===== src/rtl/adc_frame_latch.sv =====
// adc_frame_latch: captures a coherent multi-channel ADC frame plus its sample
// index on each decimated tick and holds it for software readout under a
// valid/ack handshake. Frames arriving while a readout is pending are dropped
// and counted (saturating).
// Optional build macro: ADC_FRAME_CYCLE_STAMP_EN latches a free-running
// clk-cycle count alongside each accepted frame; otherwise cycle_stamp_o is 0.
module adc_frame_latch #(
  parameter int NUM_CH  = 10,
  parameter int DATA_W  = 32,
  parameter int CNT_W   = 33,
  parameter int DECIM_W = 8,
  parameter int DROP_W  = 16
) (
  input  logic                       clk,
  input  logic                       reset,
  input  logic                       tick_i,
  input  logic [NUM_CH*DATA_W-1:0]   data_i,
  input  logic [DECIM_W-1:0]         decim_i,
  input  logic                       ack_i,
  output logic [NUM_CH*DATA_W-1:0]   frame_o,
  output logic [CNT_W-1:0]           sample_cnt_o,
  output logic                       valid_o,
  output logic [DROP_W-1:0]          drop_cnt_o,
  output logic [CNT_W-1:0]           cycle_stamp_o
);

  // Saturating increment for the dropped-frame counter.
  function automatic logic [DROP_W-1:0] sat_inc(input logic [DROP_W-1:0] v);
    return (&v) ? v : v + DROP_W'(1);
  endfunction

  logic [CNT_W-1:0]   sample_cnt;
  logic [DECIM_W-1:0] phase;
  logic [CNT_W-1:0]   sample_cnt_nxt;
  logic               capture_p0;
  logic               accept_p0;
  logic               drop_p0;
  logic               release_p0;

  // Stage p0: capture decision from this cycle's tick, phase, valid and ack.
  always_comb begin
    sample_cnt_nxt = sample_cnt + CNT_W'(1);
    capture_p0     = tick_i && (phase == '0);
    accept_p0      = capture_p0 && (!valid_o || ack_i);
    drop_p0        = capture_p0 && !accept_p0;
    release_p0     = ack_i && valid_o && !accept_p0;
  end

  // Sample index and decimation phase advance on every tick; decim_i is
  // only sampled on a capture tick so mid-period changes wait a period.
  always_ff @(posedge clk) begin
    if (reset) begin
      sample_cnt <= '0;
      phase      <= '0;
    end else if (tick_i) begin
      sample_cnt <= sample_cnt_nxt;
      phase      <= capture_p0 ? decim_i : phase - DECIM_W'(1);
    end
  end

  // Stage p1: held frame, its index and the handshake/drop bookkeeping.
  // frame_o and sample_cnt_o always update together so readout is coherent.
  always_ff @(posedge clk) begin
    if (reset) begin
      frame_o      <= '0;
      sample_cnt_o <= '0;
      valid_o      <= 1'b0;
      drop_cnt_o   <= '0;
    end else begin
      if (accept_p0) begin
        frame_o      <= data_i;
        sample_cnt_o <= sample_cnt_nxt;
        valid_o      <= 1'b1;
      end else if (release_p0) begin
        valid_o      <= 1'b0;
      end
      if (drop_p0) begin
        drop_cnt_o <= sat_inc(drop_cnt_o);
      end
    end
  end

`ifdef ADC_FRAME_CYCLE_STAMP_EN
  logic [CNT_W-1:0] cycle_cnt;

  // Free-running clk-cycle counter, latched with each accepted frame so the
  // tick-to-clock relationship can be measured from software.
  always_ff @(posedge clk) begin
    if (reset) begin
      cycle_cnt     <= '0;
      cycle_stamp_o <= '0;
    end else begin
      cycle_cnt <= cycle_cnt + CNT_W'(1);
      if (accept_p0) begin
        cycle_stamp_o <= cycle_cnt;
      end
    end
  end
`else
  assign cycle_stamp_o = '0;
`endif

endmodule


===== config.mk =====
export PLATFORM = sky130hd
export DESIGN_NAME = adc_frame_latch
export DESIGN_NICKNAME = d
export VERILOG_FILES = /design/src/rtl/adc_frame_latch.sv
export SDC_FILE = /design/constraint.sdc
export NUM_CORES = 1
export LEC_CHECK = 0
export BUFFER_PORTS_ARGS = -buffer_cell sky130_fd_sc_hd__buf_2
export CORE_AREA = 8 8 282 284
export CTS_CLUSTER_SIZE = 12
export DETAILED_ROUTE_END_ITERATION = 12
export DIE_AREA = 0 0 290 292
export GPL_TIMING_DRIVEN = 0
export PLACE_DENSITY = 0.43
export SYNTH_ARGS = -nofsm -noshare
export SYNTH_HDL_FRONTEND = slang
export SYNTH_SLANG_ARGS = --single-unit

===== constraint.sdc =====
create_clock -name clk -period 2.01 [get_ports clk]
set_input_delay 0 -clock clk [delete_from_list [all_inputs] [get_ports clk]]
set_output_delay 0 -clock clk [all_outputs]
set_load 0.05 [all_outputs]

==> results of run 1 <==
==> through the flow <==
step / util (%) / worst slack [ns]
after floorplan: - / -0.008949
after global placement: 27.61 / -1.600
after detailed placement: 27.61 / -1.612
after CTS: 35.13 / -0.002710
after global routing: 35.78 / -0.04458
final: 35.79 / 0.02124
==> synthesized netlist by cell type (15+ instances only) <==
cell type	n
dfxtp_1	411
nand3_1	21
or4_1	17
inv_1	15
nor4_1	24
nor2_1	57
o21ai_0	27
buf_2	39
a21oi_1	358
a311oi_1	15
nand4_1	26
buf_4	34
clkbuf_1	112
nand2_1	669
or3_1	22
a211oi_1	20
==> worst reg2reg max path, stage by stage (launching register included) <==
cell     delay, ns
dfxtp_1       0.32
buf_6         0.14
nand4_4       0.17
or4_4         0.65
buf_6         0.18
or3_1         0.35
a21oi_2       0.11
==> layer usage <==
layer | part of all wire (%) | wire (µm) | vias up
li1 | - | - | 8994
met1 | 42 | 33550 | 8310
met2 | 48 | 37800 | 628
met3 | 7.0 | 5577 | 138
met4 | 3.3 | 2642 | 0
met5 | 0 | 0 | -
==> flip-flops by register name, summed over array words and instances (netlist names) <==
name	count
sample_cnt_o	33
valid_o	1
phase	8
sample_cnt	33
frame_o	320
drop_cnt_o	16
==> logic make-up (layout without fill, tap and decap cells) <==
| logic type | count (synthesis) | after routing | synth area share [%] |
|---|---|---|---|
| AOI/OAI and AO/OA | 451 | 451 | 15.53 |
| and+or+nand+nor | 899 | 899 | 24.49 |
| xor gates and xnor gates | 23 | 23 | 1.268 |
| DFF | 411 | 411 | 51.81 |
| other | 1 | 35 | 0.02361 |
| buffers and inverters | 205 | 1356 | 6.011 |
| muxes | 8 | 8 | 0.5515 |
| adders and majority gates | 4 | 4 | 0.3151 |
==> layout make-up <==
cell class | count | share of cell area [%]
tap | 978 | 4.548
sequential | 411 | 30.79
buffer | 181 | 5.059
inverter | 15 | 0.2093
multi-input combinational | 1418 | 26.66
antenna | 2 | 0.01860
timing repair buffer | 1071 | 26.96
clock buffer | 76 | 5.348
clock inverter | 13 | 0.4139
==> path summary, 6_finish.rpt <==
kind	startpoint	end	slack [ns]	cells past startpoint
worst min-delay path	reset	drop_cnt_o[14]	0.10	3
worst max-delay path	sample_cnt[5]	sample_cnt[27]	0.02	6
worst max register to register	sample_cnt[5]	sample_cnt[27]	0.02	6
worst min register to register	frame_o[6]	frame_o[6]	0.45	2
==> power groups by stage <==
stage,clock [W],sequential [W],combinational (W)
2_1_floorplan,0,0.0120,0.00206
3_3_place_gp,0,0.00947,0.00686
3_5_place_dp,0,0.00949,0.00682
4_1_cts,0.00899,0.00932,0.00781
5_1_grt,0.00930,0.00941,0.00848
6_report,0.00869,0.00931,0.00800
==> repair_timing <==
action / CTS / global route
setup endpoints to repair: 398 / 372
hold buffers: 329 / 0
setup buffers: 19 / 15
gates cloned: 3 / 6
resized for setup: 196 / 85
endpoints found under the hold margin: 329 / 0
pin swaps: 12 / 19
==> out/metrics.yaml, run 1 <==
run_status:
  status: "completed"
logic_synthesis:
  synth_warnings: 0
  synthFlopType: "dfxtp_1"
  synth_area_leader_cell: "dfxtp_1"
  synthCells: 2002
  synth_edf_count: 0
  ys_ff_latch: 411
  seq_area_frac_synth_pct: 51.81
  syn_avg_cell_area_um2: 7.933
  syn_area_mm2: 0.01588
  synth.distinct_cells: 58
  synthTopCellsByArea: "dfxtp_1 52%, nand2_1 16%, a21oi_1 11%, clkbuf_1 2.6%, buf_4 1.6%"
  async_flop_share_pct: 0
  yosys.area.top_type_share_pct: 51.81
detailed_routing:
  wl_per_cell_um: 19.10
  vias_per_cell: 4.339
  drtPass1Iterations: 5
  finalWirelength_um: 79560
  route.detailed.drc: 0
  ant_nets: 0
  via_count: 18070
  drt_iter0_markers: 782
global_routing:
  grt_pass1_wl_um: 116300
  antenna_found_initial: 2
  grt.busiest_layer: "met2"
  grt_pass1_vias: 18250
  grtUsageTotal_pct: 17.46
  global_route.usage.met3_pct: 5.103
  gr-total-overflow: 0
  grt_util_met2_pct: 29.82
  grt_use_met1_pct: 20.80
  grt_max_degree: 13
cts:
  cts-root-buf: "clkbuf_16"
  clock_path_buffers: 3
  cts_buffers: 50
  clock-sinks: 411
  clock_latency_ns: 0.58
  path_clk_slew_ns: 0.06
  htree_levels: 2
  cts_tree: "yes"
setup_path:
  worstSetupStartpointType: "flop"
  critPathSlowestCell: "or4_4"
  worst_setup_path_end_kind: "flop"
  critical-path-top-delay-family: "simple AND/OR/NAND/NOR gates"
  path_buf_inv: 2
  required_ns: 2.52
  max_stage_delay_ns: 0.65
  cpMostUsedCell: "buf_6"
  cp.arrival_ns: 2.50
  path_class: "reg -> reg"
  critPathMaxFanout: 9
  worstPathCellList: "buf_6 > nand4_4 > or4_4 > buf_6 > or3_1 > a21oi_2"
final_layout:
  layout_commonest_cell: "buf_2"
  drive_gt1_share_pct: 32.46
  seqCellArea_mm2: 0.008284
  layout_common_cells: "705 x buf_2, 662 x nand2_1, 386 x dfxtp_1"
  fillers: 7967
  final_area_mm2: 0.02691
  finish.net_count: 3484
  syn_to_final_growth_pct: 69.42
  fin_cells: 4165
  multi_input_area_mm2: 0.007173
timing:
  drv_slew: 0
  rsz0062_at_grt: "yes"
  worst_pin_slew_ns: 0.8902
  min_period_over_period_pct: 98.94
  setup_tns_ns: 0
  period_minus_slack_ns: 1.989
  fmax_ghz: 0.5028
  fin_hold_ws_ns: 0.1043
  hold_viol: 0
  setup_viol: 0
  max-slew-margin-rel_pct: 40.66
  clock_skew_ns: 0.01970
power_and_ir_drop:
  power_frac_comb_pct: 30.8
  p_per_area_mw_per_mm2: 966.5
  switching_share_pct: 36.82
  power_w: 0.02600
  clockPowerShare_pct: 33.4
  pwr-share-seq_pct: 35.8
  p_leak_nw: 11.60
  power.internal_w: 0.01643
  vdd.ir_drop.worst_mv: 0.5721
  power.switching_w: 0.009576
min_path:
  worstHoldPathType: "in -> reg"
floorplanning:
  die_area_mm2: 0.08468
  initial_core_util_pct: 21.12
  die_h_um: 292
  die_w_um: 290
  coreArea_mm2: 0.07519
  io_pins: 735
  num_rows: 101
place:
  hpwl_um: 60130
  placed_cells: 3712
  place.gp.congestion: 0.8376
  placed_area_mm2: 0.02076
  io_buffer_count: 700
flow_run:
  max_cap_viol_count: 0
(Power assumes the default switching activity.)
==> run 2: changes to the inputs <==
- ABC_AREA: unset -> 0
- CAP_MARGIN: unset -> 20
- CORE_AREA: 8 8 282 284 -> 8 8 279 281
- DIE_AREA: 0 0 290 292 -> 0 0 287 289
- PLACE_DENSITY: 0.43 -> 0.44
==> out/metrics.yaml, run 2 (synthesized netlist as in run 1, its figures left out) <==
cts:
  cts_buffers: 50
  clock-sinks: 411
  htree_levels: 2
  cts-root-buf: "clkbuf_16"
  clock_path_buffers: 3
  clock_latency_ns: 0.60
  path_clk_slew_ns: 0.06
  cts_tree: "yes"
detailed_routing:
  route.detailed.drc: 0
  finalWirelength_um: 79310
  drtPass1Iterations: 5
  vias_per_cell: 4.391
  via_count: 18310
  drt_iter0_markers: 743
  ant_nets: 0
  wl_per_cell_um: 19.01
setup_path:
  worstSetupStartpointType: "flop"
  max_stage_delay_ns: 0.61
  cpMostUsedCell: "clkbuf_16"
  worstPathCellList: "nand4_4 > or4_4 > clkbuf_16 > clkbuf_16 > nor4_4 > nor4_1"
  critPathSlowestCell: "or4_4"
  path_class: "reg -> reg"
  worst_setup_path_end_kind: "flop"
  required_ns: 2.45
  critPathMaxFanout: 10
  rrSetupSlack_ns: -0.01
  cp.arrival_ns: 2.46
final_layout:
  layout_commonest_cell: "buf_2"
  multi_input_area_mm2: 0.007208
  largest_reg_flops: 320
  finish.net_count: 3498
  fillers: 7796
  layout_common_cells: "707 x buf_2, 666 x nand2_1, 385 x dfxtp_1"
  reg_top3: "frame_o: 320 flops, sample_cnt: 33 flops, sample_cnt_o: 33 flops"
  regMostFlops: "frame_o"
  seqCellArea_mm2: 0.008285
  syn_to_final_growth_pct: 71.93
  drive_gt1_share_pct: 33.17
global_routing:
  gr-total-overflow: 0
  grt_max_degree: 14
  antenna_found_initial: 4
  grtUsageTotal_pct: 17.44
  grt_pass1_wl_um: 114300
  grt_pass1_vias: 18360
floorplanning:
  die_area_mm2: 0.08294
  die_w_um: 287
  coreArea_mm2: 0.07357
  num_rows: 100
  die_h_um: 289
  initial_core_util_pct: 21.59
  io_pins: 735
timing:
  min_period_over_period_pct: 100.5
  hold_viol: 0
  drv_slew: 0
  fin_hold_ws_ns: 0.05798
  setup_slack_ns: -0.01092
  worst_pin_slew_ns: 0.8173
  period_minus_slack_ns: 2.021
  rsz0062_at_grt: "yes"
  max-slew-margin-rel_pct: 45.51
  fmax_ghz: 0.4948
  clock_skew_ns: 0.02352
  setup_viol: 1
flow_run:
  max_cap_viol_count: 0
power_and_ir_drop:
  p_per_area_mw_per_mm2: 969.2
  vdd.ir_drop.worst_mv: 0.6703
  power_w: 0.02646
  p_leak_nw: 11.74
place:
  place.gp.congestion: 0.8384
  io_buffer_count: 700
  hpwl_um: 59330
min_path:
  worstHoldPathType: "in -> reg"
run_status:
  status: "finished with violations"
  violations: "negative setup slack"
[run 2: cell count changes in the layout (fill, tap and decap cells not counted), sizes merged]
cell,change
buf,+19
clkinv,-3
clkbuf,-2
bufbuf,-1
clkinvlp,-1
diode,+1
inv,+1
or4,+1
[run 2: critical path: cells and delay by family (launching register included)]
| family | cells | cell delay, ns |
|---|---|---|
| DFF | 1 | 0.39 |
| buffers and inverters | 2 | 0.37 |
| and+or+nand+nor | 4 | 1.11 |
[run 2: timing repair]
action / in CTS / in global routing
setup endpoints to repair: 395 / 352
hold endpoints to repair: 330 / 0
pin swaps: 15 / 25
setup buffers: 19 / 23
hold buffers: 329 / 0
gates cloned: 1 / 10
gates resized for setup: 203 / 136
[run 2: through the flow]
stage,std cells,utilization [%],setup slack [ns],instance area [µm²],setup TNS (ns)
2_1_floorplan,2034,-,-0.008949,16040,-0.01786
3_3_place_gp,3703,28.21,-1.836,20750,-433.66
3_5_place_dp,3704,28.21,-1.871,20760,-440.64
4_1_cts,4137,36.00,-0.01936,26480,-0.2744
5_1_grt,4169,37.11,-0.04425,27300,-0.2157
6_report,4171,37.11,-0.01092,27300,-0.01092
[run 2: path summary, 6_finish.rpt]
kind,start,endpoint,depth (start not counted)
max,sample_cnt[15],sample_cnt_o[26],6
min,reset,sample_cnt[32],3
max reg2reg,sample_cnt[15],sample_cnt_o[26],6
min reg2reg,frame_o[153],frame_o[153],2
[run 2: area by class of cell]
cell class / instances / area share, %
clock inverter: 10 / 0.3574
clock buffer: 79 / 5.678
timing repair buffer: 1082 / 26.96
buffer: 183 / 5.590
sequential: 411 / 30.34
inverter: 15 / 0.2062
antenna: 3 / 0.02749
tap: 969 / 4.440
multi-input combinational: 1419 / 26.40
[run 2: metal layers]
| metal | share of wire (%) | track usage [%] |
|---|---|---|
| met1 | 41 | 20.72 |
| met2 | 50 | 30.71 |
| met3 | 7.1 | 4.916 |
| met4 | 2.2 | 4.452 |
| met5 | 0.016 | 0 |
[run 2: where the power goes]
| group | switching (W) | internal [W] |
|---|---|---|
| clock | 0.00370 | 0.00539 |
| combinational | 0.00549 | 0.00256 |
| sequential | 0.000420 | 0.00890 |
| total | 0.00961 | 0.0169 |
==> run 3: changes to the inputs <==
- HOLD_SLACK_MARGIN: unset -> 0.12
==> out/metrics.yaml, run 3 (synthesized netlist as in run 1, its figures left out) <==
cts:
  clock_path_buffers: 3
  cts-root-buf: "clkbuf_16"
  clock-sinks: 411
  cts_buffers: 50
  cts_tree: "yes"
  path_clk_slew_ns: 0.06
  clock_latency_ns: 0.60
  htree_levels: 2
timing:
  period_minus_slack_ns: 2.017
  max-slew-margin-rel_pct: 44.91
  drv_slew: 0
  setup_viol: 1
  setup_slack_ns: -0.006584
  worst_pin_slew_ns: 0.8264
  hold_viol: 0
  clock_skew_ns: 0.02292
  rsz0062_at_grt: "yes"
  min_period_over_period_pct: 100.3
  fin_hold_ws_ns: 0.1907
  fmax_ghz: 0.4959
floorplanning:
  num_rows: 100
  coreArea_mm2: 0.07357
  initial_core_util_pct: 21.59
  die_h_um: 289
  die_w_um: 287
  io_pins: 735
  die_area_mm2: 0.08294
final_layout:
  seqCellArea_mm2: 0.008285
  final_area_mm2: 0.02733
  fin_cells: 4174
  finish.net_count: 3501
  layout_common_cells: "707 x buf_2, 666 x nand2_1, 385 x dfxtp_1"
  fillers: 7796
  largest_reg_flops: 320
  regMostFlops: "frame_o"
  layout_commonest_cell: "buf_2"
  syn_to_final_growth_pct: 72.07
  drive_gt1_share_pct: 33.17
  multi_input_area_mm2: 0.007199
  reg_top3: "frame_o: 320 flops, sample_cnt: 33 flops, sample_cnt_o: 33 flops"
detailed_routing:
  vias_per_cell: 4.390
  finalWirelength_um: 79280
  drt_iter0_markers: 810
  wl_per_cell_um: 18.99
  via_count: 18320
  drtPass1Iterations: 4
  route.detailed.drc: 0
  ant_nets: 0
setup_path:
  worstSetupStartpointType: "flop"
  rrSetupSlack_ns: -0.007
  required_ns: 2.44
  cp.arrival_ns: 2.45
  critPathMaxFanout: 10
  worst_setup_path_end_kind: "flop"
  path_class: "reg -> reg"
  max_stage_delay_ns: 0.61
  worstPathCellList: "nand4_4 > or4_4 > clkbuf_16 > clkbuf_16 > nor4_4 > nor4_1"
  critical-path-top-delay-family: "simple AND/OR/NAND/NOR gates"
  critPathSlowestCell: "or4_4"
  cpMostUsedCell: "clkbuf_16"
  path_buf_inv: 2
global_routing:
  gr-total-overflow: 0
  grt_max_degree: 14
  grtUsageTotal_pct: 17.45
  grt_pass1_vias: 18370
  grt_pass1_wl_um: 114500
  antenna_found_initial: 4
flow_run:
  max_cap_viol_count: 0
min_path:
  worstHoldPathType: "in -> reg"
run_status:
  violations: "negative setup slack"
  status: "finished with violations"
place:
  placed_cells: 3704
  hpwl_um: 59330
  io_buffer_count: 700
  pre_cts_ws_ns: -1.871
  placed_area_mm2: 0.02076
  place.gp.congestion: 0.8384
power_and_ir_drop:
  p_per_area_mw_per_mm2: 968.8
  p_leak_nw: 11.76
  vdd.ir_drop.worst_mv: 0.6736
==> run 3: cell count changes in the layout (fill, tap and decap cells not counted) <==
cell / before / now
dlygate4sd3_1: 329 / 332
o31ai_2: 1 / 2
clkbuf_1: 60 / 59
o31ai_4: 2 / 1
clkbuf_2: 17 / 18
==> run 3: worst reg2reg max path, stage by stage, from the launching register on <==
cell       delay [ns]
dfxtp_4          0.39
nand4_4          0.14
or4_4            0.61
clkbuf_16        0.19
clkbuf_16        0.18
nor4_4           0.29
nor4_1           0.07
==> run 3: area by class of cell <==
type	count	share of cell area, %
Clock buffer	79	5.673
Inverter	15	0.2060
Clock inverter	10	0.3571
Timing Repair Buffer	1085	27.05
Sequential cell	411	30.32
Antenna cell	3	0.02747
Multi-Input combinational cell	1419	26.34
Tap cell	969	4.437
Buffer	183	5.590
==> run 3: final timing paths <==
kind,from,to,cells past startpoint
max,sample_cnt[15],sample_cnt_o[26],6
min,data_i[42],frame_o[42],4
max reg2reg,sample_cnt[15],sample_cnt_o[26],6
min reg2reg,frame_o[153],frame_o[153],2
==> run 3: what timing repair did <==
item                                   CTS  global route
setup buffers                           19            23
resized for setup                      203           137
gates cloned                             1            10
pin swaps                               15            25
endpoints found under the hold margin  334             0
hold buffers                           332             0
setup endpoints to repair              395           354
==> run 3: layer usage <==
metal | routed length, µm | GRT usage [%]
met5 | 13 | 0
met4 | 1746 | 4.452
met3 | 5449 | 4.916
met2 | 39430 | 30.75
met1 | 32640 | 20.74
==> run 3: power by group <==
| part | switching [W] | internal [W] | leakage (nW) |
|---|---|---|---|
| combinational | 0.00549 | 0.00257 | 7.59 |
| sequential | 0.000419 | 0.00890 | 3.35 |
| clock | 0.00370 | 0.00539 | 0.818 |
==> run 3: through the flow <==
stage / total power, W / TNS [ns] / utilization (%)
floorplan: 0.01403 / -0.01786 / -
global placement: 0.01630 / -433.66 / 28.21
detailed placement: 0.01629 / -440.64 / 28.21
CTS: 0.02646 / -0.2744 / 36.04
global route: 0.02767 / -0.2329 / 37.14
finish: 0.02647 / -0.006584 / 37.14
